File: config.mk
export PLATFORM = sky130hd
export DESIGN_NAME = rr_ring_arbiter
export DESIGN_NICKNAME = d
export VERILOG_FILES = /design/src/rtl/rr_ring_arbiter.sv
export SDC_FILE = /design/constraint.sdc
export NUM_CORES = 1
export LEC_CHECK = 0
export CAP_MARGIN = 25
export CELL_PAD_IN_SITES_DETAIL_PLACEMENT = 0
export CELL_PAD_IN_SITES_GLOBAL_PLACEMENT = 1
export CORE_UTILIZATION = 36
export CTS_CLUSTER_SIZE = 28
export DETAILED_ROUTE_END_ITERATION = 8
export GPL_TIMING_DRIVEN = 0
export PLACE_DENSITY_LB_ADDON = 0.12
export SLEW_MARGIN = 20
export SYNTH_ARGS = -nofsm -noshare
export SYNTH_HDL_FRONTEND = slang
export SYNTH_SLANG_ARGS = --single-unit
File: constraint.sdc
create_clock -name clk -period 2 [get_ports clk]
set_clock_uncertainty 0.15 [all_clocks]
set_input_delay 0.5 -clock clk [delete_from_list [all_inputs] [get_ports clk]]
set_output_delay 0.5 -clock clk [all_outputs]
set_load 0.01 [all_outputs]
File: src/rtl/rr_ring_arbiter.sv
// Round-robin arbiter with a one-hot ring priority pointer and per-grant quantum cap.
// Latency: req to gnt 1 cycle; one IDLE bubble between consecutive grants.
// Backpressure: en=0 blocks new grants only; an active grant runs to req drop or quantum.
// Optional: define RR_SEED_LOAD_EN to add seed_ld/seed/seed_err pointer seeding.
module rr_ring_arbiter #(
  parameter int N       = 4,
  parameter int QUANTUM = 8,
  parameter int IDW     = $clog2(N),
  parameter int CW      = (QUANTUM > 1) ? $clog2(QUANTUM) : 1
) (
  input  logic           clk,
  input  logic           rst_n,
  input  logic           en,
  input  logic [N-1:0]   req,
`ifdef RR_SEED_LOAD_EN
  input  logic           seed_ld,
  input  logic [N-1:0]   seed,
  output logic           seed_err,
`endif
  output logic [N-1:0]   gnt,
  output logic           gnt_valid,
  output logic [IDW-1:0] gnt_id,
  output logic [N-1:0]   ptr,
  output logic [CW-1:0]  hold_cnt
);

  localparam logic [0:0] IDLE  = 1'b0;
  localparam logic [0:0] GRANT = 1'b1;

  logic [0:0]     state;
  logic [IDW-1:0] ptr_id;
  logic [IDW-1:0] win_id;
  logic           win_found;
  logic           hold_last;
  logic           release_now;

  // Encode the one-hot pointer into the index where the scan starts.
  always_comb begin
    ptr_id = '0;
    for (int i = 0; i < N; i++) begin
      if (ptr[i]) ptr_id = IDW'(i);
    end
  end

  // Scan requests upward from the pointer, wrapping at N-1; first hit wins.
  always_comb begin
    int idx;
    idx       = 0;
    win_found = 1'b0;
    win_id    = '0;
    for (int k = 0; k < N; k++) begin
      idx = int'(ptr_id) + k;
      if (idx >= N) idx = idx - N;
      if (!win_found && req[idx]) begin
        win_found = 1'b1;
        win_id    = IDW'(idx);
      end
    end
  end

  // Grant ends when the owner drops its request or has used its full quantum.
  always_comb begin
    hold_last   = (hold_cnt == CW'(QUANTUM - 1));
    release_now = !req[gnt_id] || hold_last;
  end

`ifdef RR_SEED_LOAD_EN
  logic seed_onehot;

  // A valid seed has exactly one bit set.
  always_comb begin
    seed_onehot = (seed != '0) && ((seed & (seed - 1'b1)) == '0);
  end

  // Flag a bad seed load attempted in IDLE for a single cycle.
  always_ff @(posedge clk or negedge rst_n) begin
    if (!rst_n) seed_err <= 1'b0;
    else        seed_err <= (state == IDLE) && seed_ld && !seed_onehot;
  end
`endif

  // Arbitration FSM: issue grant from IDLE, hold or release in GRANT, rotate ptr on exit.
  always_ff @(posedge clk or negedge rst_n) begin
    if (!rst_n) begin
      state     <= IDLE;
      gnt       <= '0;
      gnt_valid <= 1'b0;
      gnt_id    <= '0;
      hold_cnt  <= '0;
      ptr       <= {{(N-1){1'b0}}, 1'b1};
    end else begin
      case (state)
        IDLE: begin
          if (en && win_found) begin
            state     <= GRANT;
            gnt       <= {{(N-1){1'b0}}, 1'b1} << win_id;
            gnt_valid <= 1'b1;
            gnt_id    <= win_id;
            hold_cnt  <= '0;
          end
`ifdef RR_SEED_LOAD_EN
          // Seeding takes effect next edge; this cycle's scan used the old ptr.
          if (seed_ld && seed_onehot) ptr <= seed;
`endif
        end
        default: begin
          if (release_now) begin
            state     <= IDLE;
            gnt       <= '0;
            gnt_valid <= 1'b0;
            gnt_id    <= '0;
            hold_cnt  <= '0;
            ptr       <= {gnt[N-2:0], gnt[N-1]};
          end else begin
            hold_cnt  <= hold_cnt + 1'b1;
          end
        end
      endcase
    end
  end

endmodule

==> results of run 1 <==
layer usage:
metal,wire (um),up-vias,track usage [%]
met3,93,4,3.03
met1,918,339,23.5
met5,0,-,0
met4,38,0,10.0
li1,-,346,-
met2,788,19,23.1
cells in the final DEF, fill, tap and decap left out, types with 2 or more instances in the layout:
master / n
clkdlybuf4s50_1: 15
dfrtp_1: 12
inv_1: 6
nor2_1: 6
mux2_2: 5
buf_2: 3
a21oi_1: 3
o21ai_0: 3
a22o_1: 3
clkbuf_4: 3
and2_1: 2
nand2b_1: 2
a22o_2: 2
and3_1: 2
o22ai_1: 2
nand2_1: 2
nand3b_1: 2
o2bb2ai_1: 2
ha_1: 2
clkbuf_2: 2
dfrtp_2: 2
critical path: cells and delay by family, from the launching register on:
family	cells	cell delay, ns
AO/OA/AOI/OAI	1	0.22
multiplexers	1	0.52
AND/OR/NAND/NOR	3	0.38
buffers and inverters	1	0.13
flip-flops	1	0.41
timing repair:
action                                 4_1_cts  5_1_grt
resized for setup                           11       12
setup endpoints to repair                   12       10
endpoints found under the hold margin        0        0
logic make-up after synthesis:
| group | count (synthesis) | share of synthesized area, % |
|---|---|---|
| mux | 7 | 10.6 |
| flops | 15 | 44.9 |
| compound gates | 23 | 20.9 |
| simple gates | 23 | 15.4 |
| fa+ha+maj | 2 | 2.98 |
| buf+inv | 9 | 5.22 |
final cells by class:
type	instances	area [um2]	share of cell area, %
sequential	15	379	34.7
inverter	6	22.5	2.06
buffer	3	23.8	2.17
clock buffer	4	26.3	2.40
timing repair buffer	20	179	16.4
multi-input combinational	55	428	39.1
tap	28	35.0	3.20
per-stage QoR:
stage          total power, mW  setup TNS, ns  worst slack, ns  util (%)  hold slack (ns)
6_report                  1.67              0           0.0597      49.4            0.364
5_1_grt                   1.78       -0.00832         -0.00832      49.4            0.397
4_1_cts                   1.68              0          0.00271      49.8            0.375
3_5_place_dp              1.49          -6.84           -0.588      48.5            0.353
3_3_place_gp              1.49          -6.84           -0.594      48.5            0.349
2_1_floorplan             1.11              0            0.103         -           0.0544
sequential cells by signal, summed over array words and instances, names as in the netlist:
name       flops
state          1
gnt            4
gnt_valid      1
gnt_id         2
ptr            4
hold_cnt       3
path summary, 6_finish.rpt:
path,from,to,slack (ns)
worst max-delay path,gnt_id[0],gnt[3],0.06
worst min-delay path,gnt[2],ptr[3],0.36
worst max register to register,gnt_id[0],gnt[3],0.06
worst min register to register,gnt[2],ptr[3],0.36
max in group asynchronous,rst_n,ptr[3],0.76
min in group asynchronous,rst_n,hold_cnt[0],0.47
report_power, final:
part / switching (mW) / leakage, nW / internal (mW)
Combinational: 0.434 / 0.295 / 0.502
Clock: 0.0998 / 0.0150 / 0.0776
Sequential: 0.112 / 0.192 / 0.443
Total: 0.647 / 0.502 / 1.02
==> flow_summary_export.csv, run 1 <==
group,metric,value,unit
timing,fmax,0.515,GHz
routing,drt_iter0_drc,25,
clocking,cts_sinks,15,
timing,post-route-min-period,1.94,ns
routing,wl_per_cell,14.0,um
setup_path,crit_chain,"mux4_2 -> nand2b_1 -> nor2_2 -> or2_1 -> buf_6 -> a22o_1",
power,p_leak,0.502,nW
setup_path,start_kind,"flip-flop",
layout,drive_above_1_share,24.3,%
place,numPortBuffers,20,
grt,grt_pass1_wl,3060,um
routing,route.vias.total,708,
clocking,cts-hold-fix-buffers,0,
timing,max_slew_margin,54.4,%
logic_synthesis,syn_nets,88,
logic_synthesis,syn_inst,79,
layout,fin_cells,131,
floorplanning,initial_utilization,37.9,%
routing,post-route-drc-count,0,
logic_synthesis,ys_warn_count,0,
logic_synthesis,syn-cell-area,838,um2
logic_synthesis,synth_seq_cells,15,
clocking,clk_latency,0.29,ns
layout,n_antenna_cell,0,
clocking,cts.clk_slew.worst_paths,0.09,ns
layout,fill_cells,220,
logic_synthesis,yosysMostFrequentCell,"dfrtp_1",
place,dp_cells,127,
floorplanning,die_h,50.3,um
floorplanning,core_area,2210,um2
timing,hold_viol,0,
job,cap_viol_max_count,0,
logic_synthesis,syn_avg_cell_area,10.6,um2
grt,antenna_found_initial,0,
setup_path,endpoint_kind,"flip-flop",
layout,fin_area,1090,um2
timing,slew_violations,0,
place,dp_hpwl,1350,um
setup_path,slowest_delay,0.52,ns
logic_synthesis,netlist.top_cell.by_area,"dfrtp_1",
setup_path,critPathMaxFanout,6,
logic_synthesis,ys_seq_area_share,44.9,%
timing,rsz0062_at_grt,"yes",
grt,grt_pass1_vias,688,
logic_synthesis,synth_edf_count,0,
power,ir_worst_vdd,0.701,mV
power,power_density,1530,nW/um2
floorplanning,die_w,50.3,um
layout,area_delta_synth_final,30.4,%
logic_synthesis,synth.distinct_cells,35,
floorplanning,ios,21,
run_status,status,"finished, final reports clean",
timing,setup_viol,0,
logic_synthesis,synth_top_area_share,41.8,%
grt,overflow,0,
clocking,root_buffer,"clkbuf_4",
setup_path,critPathKind,"reg -> reg",
timing,tightest_slew,0.681,ns
routing,drt-pass1-iter-count,4,
logic_synthesis,async_flop_share,100,%
logic_synthesis,synthTopCellsByCount,"dfrtp_1 (14), nor2_1 (7), inv_1 (6), mux2_2 (5)",
place,place_congestion,0.834,
clocking,cts_setup_buffers,0,
setup_path,crit_arrival,1.97,ns
logic_synthesis,netlist_top_cells_area,"dfrtp_1 (42%), mux2_2 (6.7%), dfstp_2 (3.1%)",
floorplanning,fp-row-count,17,
logic_synthesis,synth_flop_cell,"dfrtp_1",
worst_hold_path,hold_path.class,"reg -> reg",
place,post_dp_cell_area,1070,um2
clocking,cts_buffer_depth,2,
grt,grt_use_total,16.6,%
clocking,cts_buffers,3,
routing,wl,1840,um
clocking,htree_num_levels,1,
setup_path,crit_path_top_delay_cell,"mux4_2",
setup_path,r2r_cells,6,
routing,ant_nets,0,
layout,nets,113,
worst_hold_path,whs_path_depth,2,
setup_path,worstPathRequired,2.03,ns
grt,grt_max_degree,16,
timing,final.period_utilization,97.0,%
floorplanning,fp.dieArea,2530,um2
clocking,cts_tree,"built",
routing,vias_per_cell,5.40,
No activity file was read; power rests on OpenSTA's default activity.
==> run 2: changes to the inputs <==
CORE_UTILIZATION = 46   (was 36)
DONT_BUFFER_PORTS = 1   (was default)
==> flow_summary_export.csv, run 2 (synthesized netlist as in run 1, its figures left out) <==
group,metric,value,unit
layout,n_antenna_cell,0,
grt,grt_pass1_vias,595,
power,p_leak,0.426,nW
clocking,cts_buffers,3,
setup_path,endpoint_kind,"flip-flop",
routing,vias_per_cell,5.97,
job,cap_viol_max_count,0,
layout,nets,94,
clocking,clk_latency,0.28,ns
timing,slew_violations,0,
power,switching_share,42.1,%
floorplanning,fp.dieArea,2000,um2
timing,tightest_slew,0.688,ns
floorplanning,die_w,44.7,um
place,numPortBuffers,0,
timing,fin_hold_ws,0.262,ns
timing,layout_setup_ws,0.0354,ns
timing,max_slew_margin,54.0,%
timing,post-route-min-period,1.96,ns
floorplanning,fp-row-count,15,
routing,drt-pass1-iter-count,4,
routing,post-route-drc-count,0,
routing,ant_nets,0,
setup_path,critPathMaxFanout,7,
floorplanning,initial_utilization,49.1,%
routing,maxUsedRoutingLayer,"met4",
setup_path,critPathKind,"reg -> reg",
worst_hold_path,hold_path.class,"in -> reg",
floorplanning,core_area,1710,um2
grt,grt_pass1_wl,2810,um
power,pwr-share-clk,11.9,%
power,p_int,0.832,mW
setup_path,crit_arrival,1.99,ns
clocking,root_buffer,"clkbuf_4",
place,dp_slack,0.0156,ns
grt,antenna_found_initial,0,
power,power_density,1560,nW/um2
clocking,htree_num_levels,1,
place,dp_hpwl,1250,um
routing,drt_iter0_drc,15,
routing,met1_length,804,um
layout,area_delta_synth_final,9.85,%
timing,rsz0062_at_grt,"yes",
layout,final_common_cell,"dfrtp_1",
floorplanning,die_h,44.7,um
routing,wl_met2,782,um
grt,grt_use_total,19.6,%
layout,layout_common_cells,"dfrtp_1 (13), inv_1 (6), nor2_1 (6)",
clocking,cts_sinks,15,
power,fin_total_pwr,1.44,mW
timing,fmax,0.509,GHz
timing,hold_viol,0,
timing,setup_viol,0,
grt,grt_max_degree,16,
power,p_sw,0.606,mW
clocking,cts.clk_slew.worst_paths,0.09,ns
routing,wl_per_cell,15.8,um
setup_path,start_kind,"flip-flop",
routing,wl,1720,um
grt,overflow,0,
routing,route.vias.total,651,
power,seqPwrFrac,43.9,%
layout,top_regs,"gnt (4), ptr (4), hold_cnt (3)",
power,ir_worst_vdd,0.828,mV
power,pwr-share-comb,44.2,%
clocking,cts_tree,"built",
routing,wl_met3,125,um
place,place_congestion,0.813,
setup_path,worstPathRequired,2.02,ns
timing,final.period_utilization,98.2,%
floorplanning,ios,21,
layout,drive_above_1_share,25.0,%
run_status,status,"finished, final reports clean",
clocking,cts_buffer_depth,2,
## run 2: critical path, stage by stage (launching register included)
cell	delay, ns
dfrtp_2	0.43
mux4_2	0.52
nand2b_1	0.11
and2_1	0.13
clkbuf_4	0.18
mux2_2	0.34
## run 2: path summary, 6_finish.rpt
path	cells after the start	slack, ns	start	to
max in group asynchronous	1	0.68	rst_n	gnt_id[0]
setup reg to reg	5	0.04	gnt_id[0]	ptr[2]
hold / removal	2	0.26	en	gnt_valid
setup / recovery	5	0.04	gnt_id[0]	ptr[2]
hold reg to reg	1	0.38	state	gnt_valid
min in group asynchronous	1	0.55	rst_n	gnt_id[1]
## run 2: routing by layer
metal  global-route usage (%)  vias to the layer above
met5                        0                        -
met4                     9.09                        0
met3                     5.20                        2
met2                     25.6                       22
met1                     30.2                      322
li1                         -                      305
## run 2: metrics by stage
step,utilization [%],TNS [ns],instance area [um2],std cells
after global routing,53.9,-0.0143,921,109
final,53.9,0,921,109
after CTS,53.1,0,907,109
after detailed placement,50.9,0,870,104
after global placement,50.9,0,870,104
after floorplan,-,0,838,79
## run 2: power groups by stage
stage	Sequential, mW	Clock (mW)	Combinational, mW
final	0.632	0.171	0.635
after floorplan	0.599	0	0.512
after CTS	0.633	0.178	0.621
after global placement	0.634	0	0.607
after detailed placement	0.638	0	0.609
after global routing	0.653	0.190	0.713
## run 2: final cells by class
cell class              count  area (um2)
plain buffers               3        23.8
clock buffers               4        26.3
fillers                   159         787
inverters                   6        22.5
multi-input cells          55         429
flip-flops and latches     15         378
well taps                  25        31.3
repair buffers              1        10.0
## run 2: timing repair
action,in CTS,in global routing
setup endpoints to repair,3,7
hold buffers,1,0
setup buffers,0,0
gates cloned,0,0
resized for setup,1,6
hold endpoints to repair,15,0
